File: config.mk
export PLATFORM = sky130hd
export DESIGN_NAME = key8_debounce
export DESIGN_NICKNAME = d
export VERILOG_FILES = /design/src/rtl/key8_pkg.sv /design/src/rtl/key_debounce_bit.sv /design/src/rtl/key8_debounce.sv
export SDC_FILE = /design/constraint.sdc
export NUM_CORES = 1
export LEC_CHECK = 0
export BUFFER_PORTS_ARGS = -buffer_cell sky130_fd_sc_hd__buf_2
export CAP_MARGIN = 10
export CORE_MARGIN = 5
export CORE_UTILIZATION = 51
export DETAILED_ROUTE_END_ITERATION = 10
export PLACE_DENSITY = 0.75
export SLEW_MARGIN = 20
export SYNTH_ARGS = -nofsm -noshare
export SYNTH_HDL_FRONTEND = slang
export SYNTH_SLANG_ARGS = --single-unit
File: constraint.sdc
create_clock -name iClk -period 5.9 [get_ports iClk]
set_clock_uncertainty 0.2 [all_clocks]
set_input_delay 0.59 -clock iClk [delete_from_list [all_inputs] [get_ports iClk]]
set_output_delay 0.59 -clock iClk [all_outputs]
set_load 0.005 [all_outputs]
File: src/rtl/key8_pkg.sv
// Shared constants and types for the eight-key debouncer.
// Optional synchroniser macro used by the design files: KEY8_SYNC_EN.
package key8_pkg;
    localparam int N_KEYS = 8;
    localparam logic [N_KEYS-1:0] KEY_IDLE = 8'hFF;

    typedef enum logic {
        WARMUP = 1'b0,
        RUN    = 1'b1
    } ctrlState_t;
endpackage

File: src/rtl/key_debounce_bit.sv
// Single-key conditioner: optional 2-flop synchroniser, stability counter and edge strobes.
// Define KEY8_SYNC_EN to place the synchroniser in front of the counter.
module key_debounce_bit #(
    parameter int DEBOUNCE_CYCLES = 20000,
    parameter int CNT_W           = 16
) (
    input  logic iClk,
    input  logic iRst,
    input  logic iKey,
    output logic oStable,
    output logic oPress,
    output logic oChg
);
    localparam logic [CNT_W-1:0] CNT_LAST = CNT_W'(DEBOUNCE_CYCLES - 1);

    logic sample;

`ifdef KEY8_SYNC_EN
    logic [1:0] syncReg;

    always_ff @(posedge iClk) begin
        if (iRst) begin
            syncReg <= 2'b11;
        end else begin
            syncReg <= {syncReg[0], iKey};
        end
    end

    assign sample = syncReg[1];
`else
    assign sample = iKey;
`endif

    logic [CNT_W-1:0] cntReg;
    logic             stableReg;
    logic             pressReg;
    logic             chgReg;
    logic             accept;

    assign accept = (sample != stableReg) && (cntReg == CNT_LAST);

    // Any cycle where the sample agrees with the stable bit restarts the count.
    always_ff @(posedge iClk) begin
        if (iRst) begin
            cntReg    <= '0;
            stableReg <= 1'b1;
            pressReg  <= 1'b0;
            chgReg    <= 1'b0;
        end else begin
            pressReg <= accept & stableReg;
            chgReg   <= accept;
            if (sample == stableReg) begin
                cntReg <= '0;
            end else if (accept) begin
                cntReg    <= '0;
                stableReg <= sample;
            end else begin
                cntReg <= cntReg + 1'b1;
            end
        end
    end

    assign oStable = stableReg;
    assign oPress  = pressReg;
    assign oChg    = chgReg;
endmodule

File: src/rtl/key8_debounce.sv
// Eight-key debouncer feeding an 8-to-3 priority encoder, with warm-up gated enable and strobes.
// Define KEY8_SYNC_EN to add a 2-flop synchroniser on every key input.
module key8_debounce
    import key8_pkg::*;
#(
    parameter int DEBOUNCE_CYCLES = 20000,
    parameter int CNT_W           = 16
) (
    input  logic              iClk,
    input  logic              iRst,
    input  logic [N_KEYS-1:0] iKey,
    output logic [N_KEYS-1:0] oData,
    output logic              oEI,
    output logic [N_KEYS-1:0] oPress,
    output logic              oChg
);
    localparam logic [CNT_W-1:0] WARM_LAST = CNT_W'(DEBOUNCE_CYCLES - 1);

    logic [N_KEYS-1:0] stableBits;
    logic [N_KEYS-1:0] pressBits;
    logic [N_KEYS-1:0] chgBits;

    generate
        for (genvar gi = 0; gi < N_KEYS; gi++) begin : g_key
            key_debounce_bit #(
                .DEBOUNCE_CYCLES(DEBOUNCE_CYCLES),
                .CNT_W          (CNT_W)
            ) u_bit (
                .iClk   (iClk),
                .iRst   (iRst),
                .iKey   (iKey[gi]),
                .oStable(stableBits[gi]),
                .oPress (pressBits[gi]),
                .oChg   (chgBits[gi])
            );
        end
    endgenerate

    ctrlState_t       stateReg;
    logic [CNT_W-1:0] warmCntReg;
    logic             eiReg;

    // Debouncing runs during warm-up; only the encoder enable and strobes wait for it.
    always_ff @(posedge iClk) begin
        if (iRst) begin
            stateReg   <= WARMUP;
            warmCntReg <= '0;
            eiReg      <= 1'b1;
        end else begin
            case (stateReg)
                WARMUP: begin
                    if (warmCntReg == WARM_LAST) begin
                        stateReg   <= RUN;
                        warmCntReg <= '0;
                        eiReg      <= 1'b0;
                    end else begin
                        warmCntReg <= warmCntReg + 1'b1;
                    end
                end
                RUN: begin
                    eiReg <= 1'b0;
                end
                default: begin
                    stateReg <= WARMUP;
                end
            endcase
        end
    end

    logic runEn;
    assign runEn = (stateReg == RUN);

    assign oData  = stableBits;
    assign oEI    = eiReg;
    assign oPress = pressBits & {N_KEYS{runEn}};
    assign oChg   = runEn & (|chgBits);
endmodule

# Word level (Yosys, flattened, before mapping)
# Index checks and enable logic that the tools add are counted.
# op_classes
bitwise_logic	19
n_reduce_logical	25
n_addsub	9
eq_ne	26
n_mux	5
# ops
operator	n
16-bit by 1-bit adder with 16-bit output, second input constant	9
16-bit by 15-bit equality test with 1-bit output, second input constant	9
3-bit OR reduction	8
16-bit two-way mux	1
2-bit AND reduction	8
1-bit AND	9
1-bit inverter	9
8-bit AND	1
1-bit equality test	8
1-bit logical AND	8
1-bit inequality test	8
8-bit OR reduction	1
1-bit two-way mux	3
2-bit inequality test, second input constant	1
1-bit one-hot mux with 2 select lines	1
# word_totals
out_inout_bits	18
register_bits	170
in_bits	10
elab_cells	119

# Logic depth before layout (Yosys ltp)
# Gate-level depths: netlist of run 1.
# depth
word_depth	3
ltp_mapped	7
mapped_depth_nobuf	5

# Cells and area by module
# A second synthesis of run 1 with hierarchy kept.
# unflattened
hier_cells	821
area_unflattened_um2	7469.7
# by_module_without_submodules
mod	cells_each	area_each_um2	instances
key_debounce_bit	89	813.3	8
key8_debounce	109	963.4	1

# Least setup slack after synthesis of run 1
# OpenSTA, ideal clock, no wires.
# synth_path
path_type	reg-to-reg
start	register warmCntReg[0]
end	register warmCntReg[10]
stages_incl_launch_ff	7
required_ps	5585
setup_slack_ps	3797
n_path_buf	1
t_arrival_ps	1788
path_cell_list	dfxtp_1 ha_1 or4b_2 nor4_2 a21o_2 buf_6 nor2_1
# synth_between
elab_chain_cells	2
word_cells_on_any_way	3
cone_classes	1 x add/sub; 1 x eq/ne; 1 x mux
# synth_lines
element	line	text
from (decl)	key8_debounce.sv:40	logic [CNT_W-1:0] warmCntReg;
from (signal assigned)	key8_debounce.sv:57	warmCntReg <= warmCntReg + 1'b1;
16-bit by 1-bit adder with 16-bit output or 16-bit by 15-bit equality test with 1-bit output (tied branches)	key8_debounce.sv:57, key8_debounce.sv:52	
16-bit two-way mux *	key8_debounce.sv:52	if (warmCntReg == WARM_LAST) begin
# Mark *: on every way between the ends. The rest lies on a longest branch, timed or not.
# A chain may end at the register's enable or synchronous reset.

# Worst setup path in the final report of run 1
# Ends and elaborated chain as after synthesis.

==> results of run 1 <==
-- state kept, by name, summed over array words and instances, names as in the netlist --
signal,flops
g_key.u_bit.cntReg,128
g_key.u_bit.oChg,8
warmCntReg,16
g_key.u_bit.oPress,8
oEI,1
runEn,1
g_key.u_bit.oStable,8
-- metrics by stage --
step / total power [mW] / setup WS [ns]
2_1_floorplan: 1.22 / 3.80
3_3_place_gp: 1.23 / 3.33
3_5_place_dp: 1.23 / 3.27
4_1_cts: 2.46 / 3.51
5_1_grt: 2.52 / 3.46
6_report: 2.43 / 3.60
-- metal layers --
layer | global-route usage | vias to the layer above
met3 | 0.0488 | 14
met4 | 0.0635 | 0
met1 | 0.219 | 2555
met5 | 0 | -
met2 | 0.273 | 86
li1 | - | 2923
-- worst paths after layout --
| check | start | to | slack, ns | depth (start not counted) |
|---|---|---|---|---|
| max | warmCntReg[0]$_SDFFE_PP0N_ | warmCntReg[10]$_SDFFE_PP0N_ | 3.60 | 5 |
| min reg2reg | g_key[6].u_bit.cntReg[0]$_SDFF_PP0_ | g_key[6].u_bit.cntReg[0]$_SDFF_PP0_ | 0.26 | 1 |
| min | iKey[4] | g_key[4].u_bit.oPress$_SDFF_PP0_ | 0.19 | 2 |
| max reg2reg | warmCntReg[0]$_SDFFE_PP0N_ | warmCntReg[10]$_SDFFE_PP0N_ | 3.60 | 5 |
-- power breakdown --
part | internal, mW | switching (mW)
Clock | 0.761 | 0.467
Combinational | 0.0123 | 0.0300
Sequential | 1.15 | 0.00709
-- kinds of logic after synthesis --
group	share of synthesized area
and+or+nand+nor	0.314
xor gates and xnor gates	0.148
adders and majority gates	0.0152
muxes	0.00811
DFF	0.460
AOI/OAI and AO/OA	0.0206
buffers and inverters	0.0343
-- cells in the final DEF (no fill, tap or decap), drive strengths merged, types with 9 or more instances in the layout --
cell type	n
ha	9
buf	27
nand4	50
xnor2	67
nand3	51
and4	20
a21oi	11
o21ai	10
inv	29
nor4b	9
dfxtp	170
nor2	154
nor4	29
and2	17
nor3	26
xor2	58
nand2	50
clkbuf	17
-- layout make-up --
cell class	instances	area, µm²	area share
Multi-Input combinational cell	612	3750	0.454
Sequential cell	170	3400	0.412
Clock buffer	17	425	0.0515
Clock inverter	15	234	0.0283
Tap cell	184	230	0.0279
Timing Repair Buffer	27	135	0.0164
Inverter	22	82.6	0.0100
==> summary.md, run 1 <==
| Metric | Value |
|---|---|
| Routed met1 length | `6540 µm` |
| Data required, critical path | `6.01 ns` |
| Maximum buffer depth of the clock tree | `2` |
| DP HPWL | `approximately 9000 µm` |
| GRT overflow | `0` |
| Syn_nets | `~860` |
| Largest net degree at the start of global routing | `23` |
| Post-synth top flop | `dfxtp_1` |
| Most common library cells after synthesis | `dfxtp_1, nor2_1, xnor2_1, xor2_1` |
| Number of flops mapped to enable cells by yosys | `0` |
| Buffers on Ports | `27` |
| Final ANT Viol Nets | `0` |
| Synth top area cells | `dfxtp_1, xnor2_1, nor2_1` |
| First-pass GRT wire length | `between 20000 and 25000 µm` |
| Hold slack | `0.194 ns` |
| Yosys warning count | `0` |
| Fraction of registers with async set/reset | `0` |
| Count leader, synth | `dfxtp_1` |
| GR Util All Layers | `0.170` |
| Proportion of layout cells with a drive suffix above 1 | `0.0834` |
| Met2 routed WL | `6110 µm` |
| Clk slew on worst S/H paths | `0.07 ns` |
| Cell Rows | `44` |
| Dpl cell area | `7600 µm²` |
| Leakage | `2.76 nW` |
| Highest Signal Layer | `met4` |
| DR WL/cell | `12.7 µm` |
| Dominant cell type by area after synthesis | `dfxtp_1` |
| Die Footprint | `17000 µm²` |
| Die Span Y | `130 µm` |
| Core Util, Final | `0.575` |
| Final hold vios | `0` |
| Post_cts resized | `0` |
| Synthesized flop and latch total | `170` |
| Largest delay share family, worst path | `simple AND/OR/NAND/NOR gates` |
| Status | `finished clean` |
| # hold bufs at CTS | `0` |
| Clock Sinks | `170` |
| Netlist Area Pre-Place | `7400 µm²` |
| Worst Max-Slew Pin Slew | `~0.74 ns` |
| P&R area growth vs syn | `11.6%` |
| Worst skew pair latency | `0.43 ns` |
| Mean Syn Cell Area | `8.85 µm²` |
| ANT cells | `0` |
| Layout Cells excl Fill | `1047` |
| Share of the synthesized area in the top cell type | `0.460` |
| Class of the worst hold path | `primary input to flip-flop` |
| Vias in the first global route | `5244` |
| Die width | `about 130 µm` |
| TritonRoute pass-1 iters | `5` |
| Htree depth | `4` |
| Critical Path Sink Type | `flip-flop` |
| Via density | `5.33` |
| Fill cell count | `1245` |
| Initial antenna violation count | `0` |
| Total wire length | `13300 µm` |
| Slowest CP cell | `or4b_2` |
| Min Tclk post-route | `2.30 ns` |
| Critical Path, Cell by Cell | `ha_1 > or4b_2 > nor4_2 > a21o_2 > nor2_1` |
| Met3 Wirelength | `slightly above 500 µm` |
| DR vias | `5578` |
| Worst setup SP type | `flip-flop` |
| Final period util | `0.390` |
| Post-synthesis sequential area ratio | `0.460` |
| Io pins | `28` |
| Distinct cell type count of the synthesized netlist | `46` |
| WS Path Type | `flip-flop to flip-flop` |
| Postcts setup bufs | `0` |
| Fin Setup TNS | `0 ns` |
| Cell Count Post-Placement | `1015` |
| Initial Util | `0.515` |
| Max Slew Vio Count | `0` |
| Fin nets | `869` |
| Syn Inst Count | `836` |
| CTS buffer count | `17` |
| CP arrival | `2.42 ns` |
| DR DRC count | `0` |
| Core area | `around 14000 µm²` |
| CP max FO | `12` |
| Unrepaired setup endpoints after global routing | `no` |
| Slew margin rel. | `0.505` |
| Routability Congestion | `0.814` |
| Max_cap viols | `0` |
| CTS root buf | `clkbuf_16` |
| Iter 0 DRT Violations | `323` |
| Design area | `8260 µm²` |
| WP buf/inv | `0` |
| CP max stage delay | `0.60 ns` |
| Finish-stage setup viols | `0` |
| Power per cell area | `between 200 and 300 nW/µm²` |
| CTS tree | `yes` |
| Max VDD drop | `just over 0.2 mV` |
| Max frequency | `0.434 GHz` |
Power figures use the tool's default switching activity.
==> run 2: changes to the inputs <==
- ABC_AREA: not set -> 1
- PLACE_DENSITY: 0.75 -> 0.77
- clock period: 5.9 -> 1.9 ns (I/O delays scaled with it)
==> summary.md, run 2 <==
| Metric | Value |
|---|---|
| Max Slew Vio Count | `0` |
| DR DRC count | `0` |
| Post-synth top flop | `dfxtp_1` |
| Simple-gate share of the synthesized area | `0.384` |
| Max frequency | `between 0.5 and 0.6 GHz` |
| DR WL/cell | `approximately 11 µm` |
| Maximum buffer depth of the clock tree | `2` |
| Worst Max-Slew Pin Slew | `0.428 ns` |
| Fin nets | `1303` |
| Leakage | `3.22 nW` |
| Postcts setup bufs | `0` |
| Flop pwr share | `0.500` |
| Worst skew pair latency | `0.43 ns` |
| Number of flops mapped to enable cells by yosys | `0` |
| Initial antenna violation count | `0` |
| Total wire length | `between 15000 and 20000 µm` |
| Min Tclk post-route | `1.77 ns` |
| CP max FO | `16` |
| Top flop regs | `g_key.u_bit.cntReg: 128 flops, warmCntReg: 16 flops` |
| Class of the worst hold path | `flip-flop to flip-flop` |
| CTS root buf | `clkbuf_16` |
| CTS tree | `yes` |
| GR Util All Layers | `0.185` |
| Final ANT Viol Nets | `0` |
| Synth Area in Compound Gates | `0.0624` |
| Power per cell area | `around 760 nW/µm²` |
| Proportion of layout cells with a drive suffix above 1 | `0.0902` |
| Syn_nets | `1260` |
| Largest family of logic cells by synthesized area | `simple AND/OR/NAND/NOR gates` |
| Hold slack | `0.244 ns` |
| Syn Inst Count | `between 1000 and 1500` |
| Clock Sinks | `170` |
| Iter 0 DRT Violations | `around 370` |
| Max VDD drop | `roughly 0.65 mV` |
| CTS buffer count | `17` |
| Synth top area cells | `dfxtp_1, nand2_1, nor2_1` |
| Final period util | `0.932` |
| Initial Util | `0.513` |
| Buffers on Ports | `27` |
| DP HPWL | `12600 µm` |
| Distinct cell type count of the synthesized netlist | `31` |
| Dominant cell type by area after synthesis | `dfxtp_1` |
| Mux contribution to synthesized area | `0` |
| XOR/XNOR Fraction of Synth Area | `0.0395` |
| Design area | `9440 µm²` |
| Vias in the first global route | `~7000` |
| Dpl cell area | `just under 9000 µm²` |
| Worst setup SP type | `flip-flop` |
| Unrepaired setup endpoints after global routing | `no` |
| TritonRoute pass-1 iters | `5` |
| Finish-stage setup viols | `0` |
| GRT overflow | `0` |
| Fill cell count | `1515` |
| Die width | `138 µm` |
| Synthesized flop and latch total | `170` |
| Yosys warning count | `0` |
| Die Span Y | `~140 µm` |
| Most frequent cells in the layout | `nand2_1, nor2_1, dfxtp_1, inv_1, nand3_1` |
| Logic gate share of total power | `0.023` |
| Most flop-heavy register | `g_key.u_bit.cntReg` |
| Share of the synthesized area in the top cell type | `0.404` |
| Switching power total | `1.58 mW` |
| Multi-input combinational cell area | `~4200 µm²` |
| Fin Setup TNS | `0 ns` |
| Netlist Area Pre-Place | `about 8400 µm²` |
| First-pass GRT wire length | `30500 µm` |
| Data required, critical path | `2.02 ns` |
| Int Pwr | `~5.6 mW` |
| Max_cap viols | `0` |
| Mean Syn Cell Area | `6.79 µm²` |
| Pre-CTS setup slack | `~0.19 ns` |
| Count leader, synth | `nand2_1` |
| Critical Path Sink Type | `flip-flop` |
| Area share of fa/ha/maj cells after synthesis | `0.0134` |
| DR vias | `about 7600` |
| Sw Ratio | `0.220` |
| CP arrival | `1.89 ns` |
| Commonest non-fill, non-tap cell in the layout | `nand2_1` |
| P&R area growth vs syn | `12.1%` |
| Fraction of registers with async set/reset | `0` |
| Clk slew on worst S/H paths | `~0.06 ns` |
| Slew margin rel. | `0.712` |
| Via density | `between 5 and 6` |
| Status | `finished clean` |
| Most common library cells after synthesis | `nand2_1, nor2_1, dfxtp_1, inv_1, nand3_1` |
| Largest register FFs | `128` |
| Largest net degree at the start of global routing | `20` |
| Final hold vios | `0` |
| Die Footprint | `19200 µm²` |
| WS Path Type | `flip-flop to flip-flop` |
| ANT cells | `0` |
| Io pins | `28` |
| Core Util, Final | `0.575` |
| Clock share of power | `0.477` |
| Core area | `16400 µm²` |
| Routability Congestion | `approximately 0.90` |
| Area occupied by registers | `between 3000 and 4000 µm²` |
| Htree depth | `4` |
| Final WS setup | `0.128 ns` |
| Cell Rows | `between 40 and 50` |
| Post-synthesis sequential area ratio | `0.404` |
-- run 2: cell types whose count changed after synthesis, moves of 26 or more --
cell / before / now
nor2_1: 154 / 206
inv_1: 22 / 161
nand2_1: 50 / 292
nor4_1: 28 / 2
nand3_1: 49 / 96
xor2_1: 58 / 23
xnor2_1: 67 / 15
a21oi_1: 11 / 76
-- run 2: layout make-up --
class / count / area share
clock buffers: 19 / 0.0469
clock inverters: 13 / 0.0152
inverters: 167 / 0.0664
multi-input cells: 879 / 0.447
flip-flops and latches: 170 / 0.361
well taps: 220 / 0.0292
repair buffers: 49 / 0.0342
-- run 2: critical path, stage by stage, from the launching register on --
cell	delay, ns
dfxtp_1	0.35
ha_1	0.19
nand2_1	0.09
nor2_2	0.15
inv_1	0.09
nor2_1	0.21
nand2_2	0.16
nand2_8	0.15
a21oi_1	0.07
-- run 2: worst paths after layout --
| kind | from | endpoint | slack [ns] | depth (start not counted) |
|---|---|---|---|---|
| worst max-delay path | g_key[4].u_bit.cntReg[0]$_SDFF_PP0_ | g_key[4].u_bit.cntReg[13]$_SDFF_PP0_ | 0.13 | 8 |
| worst min-delay path | g_key[7].u_bit.cntReg[0]$_SDFF_PP0_ | g_key[7].u_bit.cntReg[0]$_SDFF_PP0_ | 0.24 | 1 |
| worst max register to register | g_key[4].u_bit.cntReg[0]$_SDFF_PP0_ | g_key[4].u_bit.cntReg[13]$_SDFF_PP0_ | 0.13 | 8 |
| worst min register to register | g_key[7].u_bit.cntReg[0]$_SDFF_PP0_ | g_key[7].u_bit.cntReg[0]$_SDFF_PP0_ | 0.24 | 1 |
-- run 2: cells by family after synthesis --
kind of cell | Yosys count
simple gates | 729
buf+inv | 192
flops | 170
compound gates | 103
xor+xnor | 38
fa+ha+maj | 9
-- run 2: repair_timing --
| action | CTS | global route |
|---|---|---|
| hold buffers | 9 | 0 |
| endpoints found under the setup margin | 0 | 6 |
| resized for setup | 0 | 3 |
| endpoints found under the hold margin | 31 | 0 |
-- run 2: layer usage --
metal,up-vias,share of wire,track usage
met3,29,0.040,0.0425
met2,121,0.47,0.321
met1,3449,0.47,0.228
met5,-,0,0
li1,4039,-,-
met4,0,0.019,0.0608
-- run 2: metrics by stage --
stage	cells	total power [mW]
2_1_floorplan	1241	3.80
3_3_place_gp	1476	3.83
3_5_place_dp	1476	3.83
4_1_cts	1517	7.27
5_1_grt	1517	7.45
6_report	1517	7.21
-- run 2: power by group through the flow --
stage	clock network [mW]	registers (mW)	logic, mW
after floorplan	0	3.68	0.116
after global placement	0	3.68	0.148
after detailed placement	0	3.68	0.150
after CTS	3.50	3.60	0.166
after global routing	3.65	3.60	0.192
final	3.44	3.60	0.168
==> run 3: changes to the inputs <==
--- a/config.mk
+++ b/config.mk
@@ -8,2 +8,3 @@
 export ABC_AREA = 1
+export ABC_CLOCK_PERIOD_IN_PS = 1900
 export BUFFER_PORTS_ARGS = -buffer_cell sky130_fd_sc_hd__buf_2
@@ -18 +19,2 @@
 export SYNTH_SLANG_ARGS = --single-unit
+export TNS_END_PERCENT = 100
==> constraint.sdc (replaced) <==
create_clock -name iClk -period 1.9 [get_ports iClk]
set_clock_uncertainty 0.2 [all_clocks]
set_input_delay 0.095 -clock iClk [delete_from_list [all_inputs] [get_ports iClk]]
set_output_delay 0.095 -clock iClk [all_outputs]
set_load 0.005 [all_outputs]
==> summary.md, run 3 (synthesis gave the netlist of run 2 again) <==
| Metric | Value |
|---|---|
| Status | `finished clean` |
| Multi-input combinational cell area | `4220 µm²` |
| P&R area growth vs syn | `11.8%` |
| Class of the worst hold path | `flip-flop to flip-flop` |
| Unrepaired setup endpoints after global routing | `no` |
| First-pass GRT wire length | `29800 µm` |
| Most flop-heavy register | `g_key.u_bit.cntReg` |
| CP arrival | `1.42 ns` |
| Data required, critical path | `1.60 ns` |
| Initial antenna violation count | `0` |
| Routability Congestion | `approximately 0.9` |
| Core area | `between 15000 and 20000 µm²` |
| Finish-stage setup viols | `0` |
| DR vias | `7613` |
| Fin Setup TNS | `0 ns` |
| Fin nets | `about 1300` |
| Final WS setup | `0.182 ns` |
| Worst setup SP type | `flip-flop` |
| Io pins | `28` |
| Area occupied by registers | `3400 µm²` |
| Commonest non-fill, non-tap cell in the layout | `nand2_1` |
| TritonRoute pass-1 iters | `5` |
| Hold slack | `roughly 0.24 ns` |
| CTS tree | `yes` |
| CTS root buf | `clkbuf_16` |
| Most frequent cells in the layout | `nand2_1, nor2_1, dfxtp_1, inv_1, nand3_1` |
| Cell Count Post-Placement | `1477` |
| Iter 0 DRT Violations | `slightly above 400` |
| Leakage | `3.22 nW` |
| Cell Rows | `47` |
| Pre-CTS setup slack | `roughly 0.18 ns` |
| Final ANT Viol Nets | `0` |
| Maximum buffer depth of the clock tree | `2` |
| Vias in the first global route | `6851` |
| Min Tclk post-route | `1.72 ns` |
| Crit path from | `g_key[1].u_bit.oChg$_SDFF_PP0_` |
| Fill cell count | `1508` |
| Largest net degree at the start of global routing | `20` |
| Max frequency | `0.582 GHz` |
| Top flop regs | `g_key.u_bit.cntReg: 128 flops, warmCntReg: 16 flops` |
| Die width | `roughly 140 µm` |
| Die Span Y | `about 140 µm` |
| GRT overflow | `0` |
| Max_cap viols | `0` |
| Max Slew Vio Count | `0` |
| DR WL/cell | `11.2 µm` |
| Worst skew pair latency | `0.42 ns` |
| Clk slew on worst S/H paths | `0.07 ns` |
| Hold Path Depth | `1` |
| Clock Sinks | `170` |
| Final hold vios | `0` |
| WS Path Type | `flip-flop to primary output` |
| ANT cells | `0` |
| Core Util, Final | `0.574` |
| Die Footprint | `~19000 µm²` |
| Total wire length | `17100 µm` |
| DR DRC count | `0` |
| Max VDD drop | `0.638 mV` |
| Via density | `5.02` |
| DP HPWL | `12700 µm` |
| Critical Path Sink Type | `primary output` |
| Largest register FFs | `approximately 130` |
| Power per cell area | `748 nW/µm²` |
| Proportion of layout cells with a drive suffix above 1 | `0.0917` |
| CP max FO | `1` |
| Slew margin rel. | `0.691` |
| Final period util | `0.904` |
| Launch point of the worst reg-to-reg path | `warmCntReg[0]$_SDFFE_PP0N_` |
| Postcts setup bufs | `0` |
| Worst Reg2Reg Path Length in Cells | `8` |
| CTS buffer count | `17` |
| GR Util All Layers | `0.181` |
| Worst Max-Slew Pin Slew | `0.460 ns` |
| Buffers on Ports | `27` |
| Initial Util | `0.513` |
| Worst Min Path Start | `g_key[6].u_bit.cntReg[0]$_SDFF_PP0_` |
| Htree depth | `4` |
| Layout Cells excl Fill | `1518` |
run 3: cell count changes in the layout (fill, tap and decap cells not counted), sizes merged:
cell,previous run,this run
bufinv,2,1
inv,170,169
clkinv,1,3
buf,40,41
run 3: cell type report:
cell class / count / area share
multi-input combinational: 879 / 0.448
tap: 220 / 0.0292
timing repair buffer: 50 / 0.0351
sequential: 170 / 0.361
clock buffer: 19 / 0.0470
inverter: 167 / 0.0666
clock inverter: 13 / 0.0126
run 3: final timing paths:
path	slack (ns)	endpoint
max reg2reg	0.19	warmCntReg[14]$_SDFFE_PP0N_
min	0.24	g_key[6].u_bit.cntReg[0]$_SDFF_PP0_
min reg2reg	0.24	g_key[6].u_bit.cntReg[0]$_SDFF_PP0_
max	0.18	oChg
run 3: per-layer routing:
layer | wire, µm | track usage | vias up
met5 | 0 | 0 | -
met4 | 288 | 0.0655 | 0
met3 | 677 | 0.0345 | 27
met2 | 8020 | 0.298 | 147
met1 | 8090 | 0.237 | 3419
li1 | - | - | 4020
run 3: power by group:
| part | internal [mW] | switching [mW] |
|---|---|---|
| combinational | 0.0645 | 0.105 |
| clock | 1.84 | 1.43 |
| sequential | 3.59 | 0.0169 |
run 3: what timing repair did:
item,in CTS,in global routing
endpoints found under the hold margin,36,0
hold buffers,9,0
endpoints found under the setup margin,0,19
resized for setup,0,4
run 3: through the flow:
stage / cell area [µm²] / power (mW)
finish: 9420 / 7.05
global route: 9420 / 7.31
CTS: 9400 / 7.11
detailed placement: 8750 / 3.84
global placement: 8750 / 3.83
floorplan: 8420 / 3.80
run 3: critical path, cell delays in order, from the launching register on:
cell     delay, ns
dfxtp_1       0.32
nor4_1        0.35
a21oi_1       0.17
buf_2         0.16
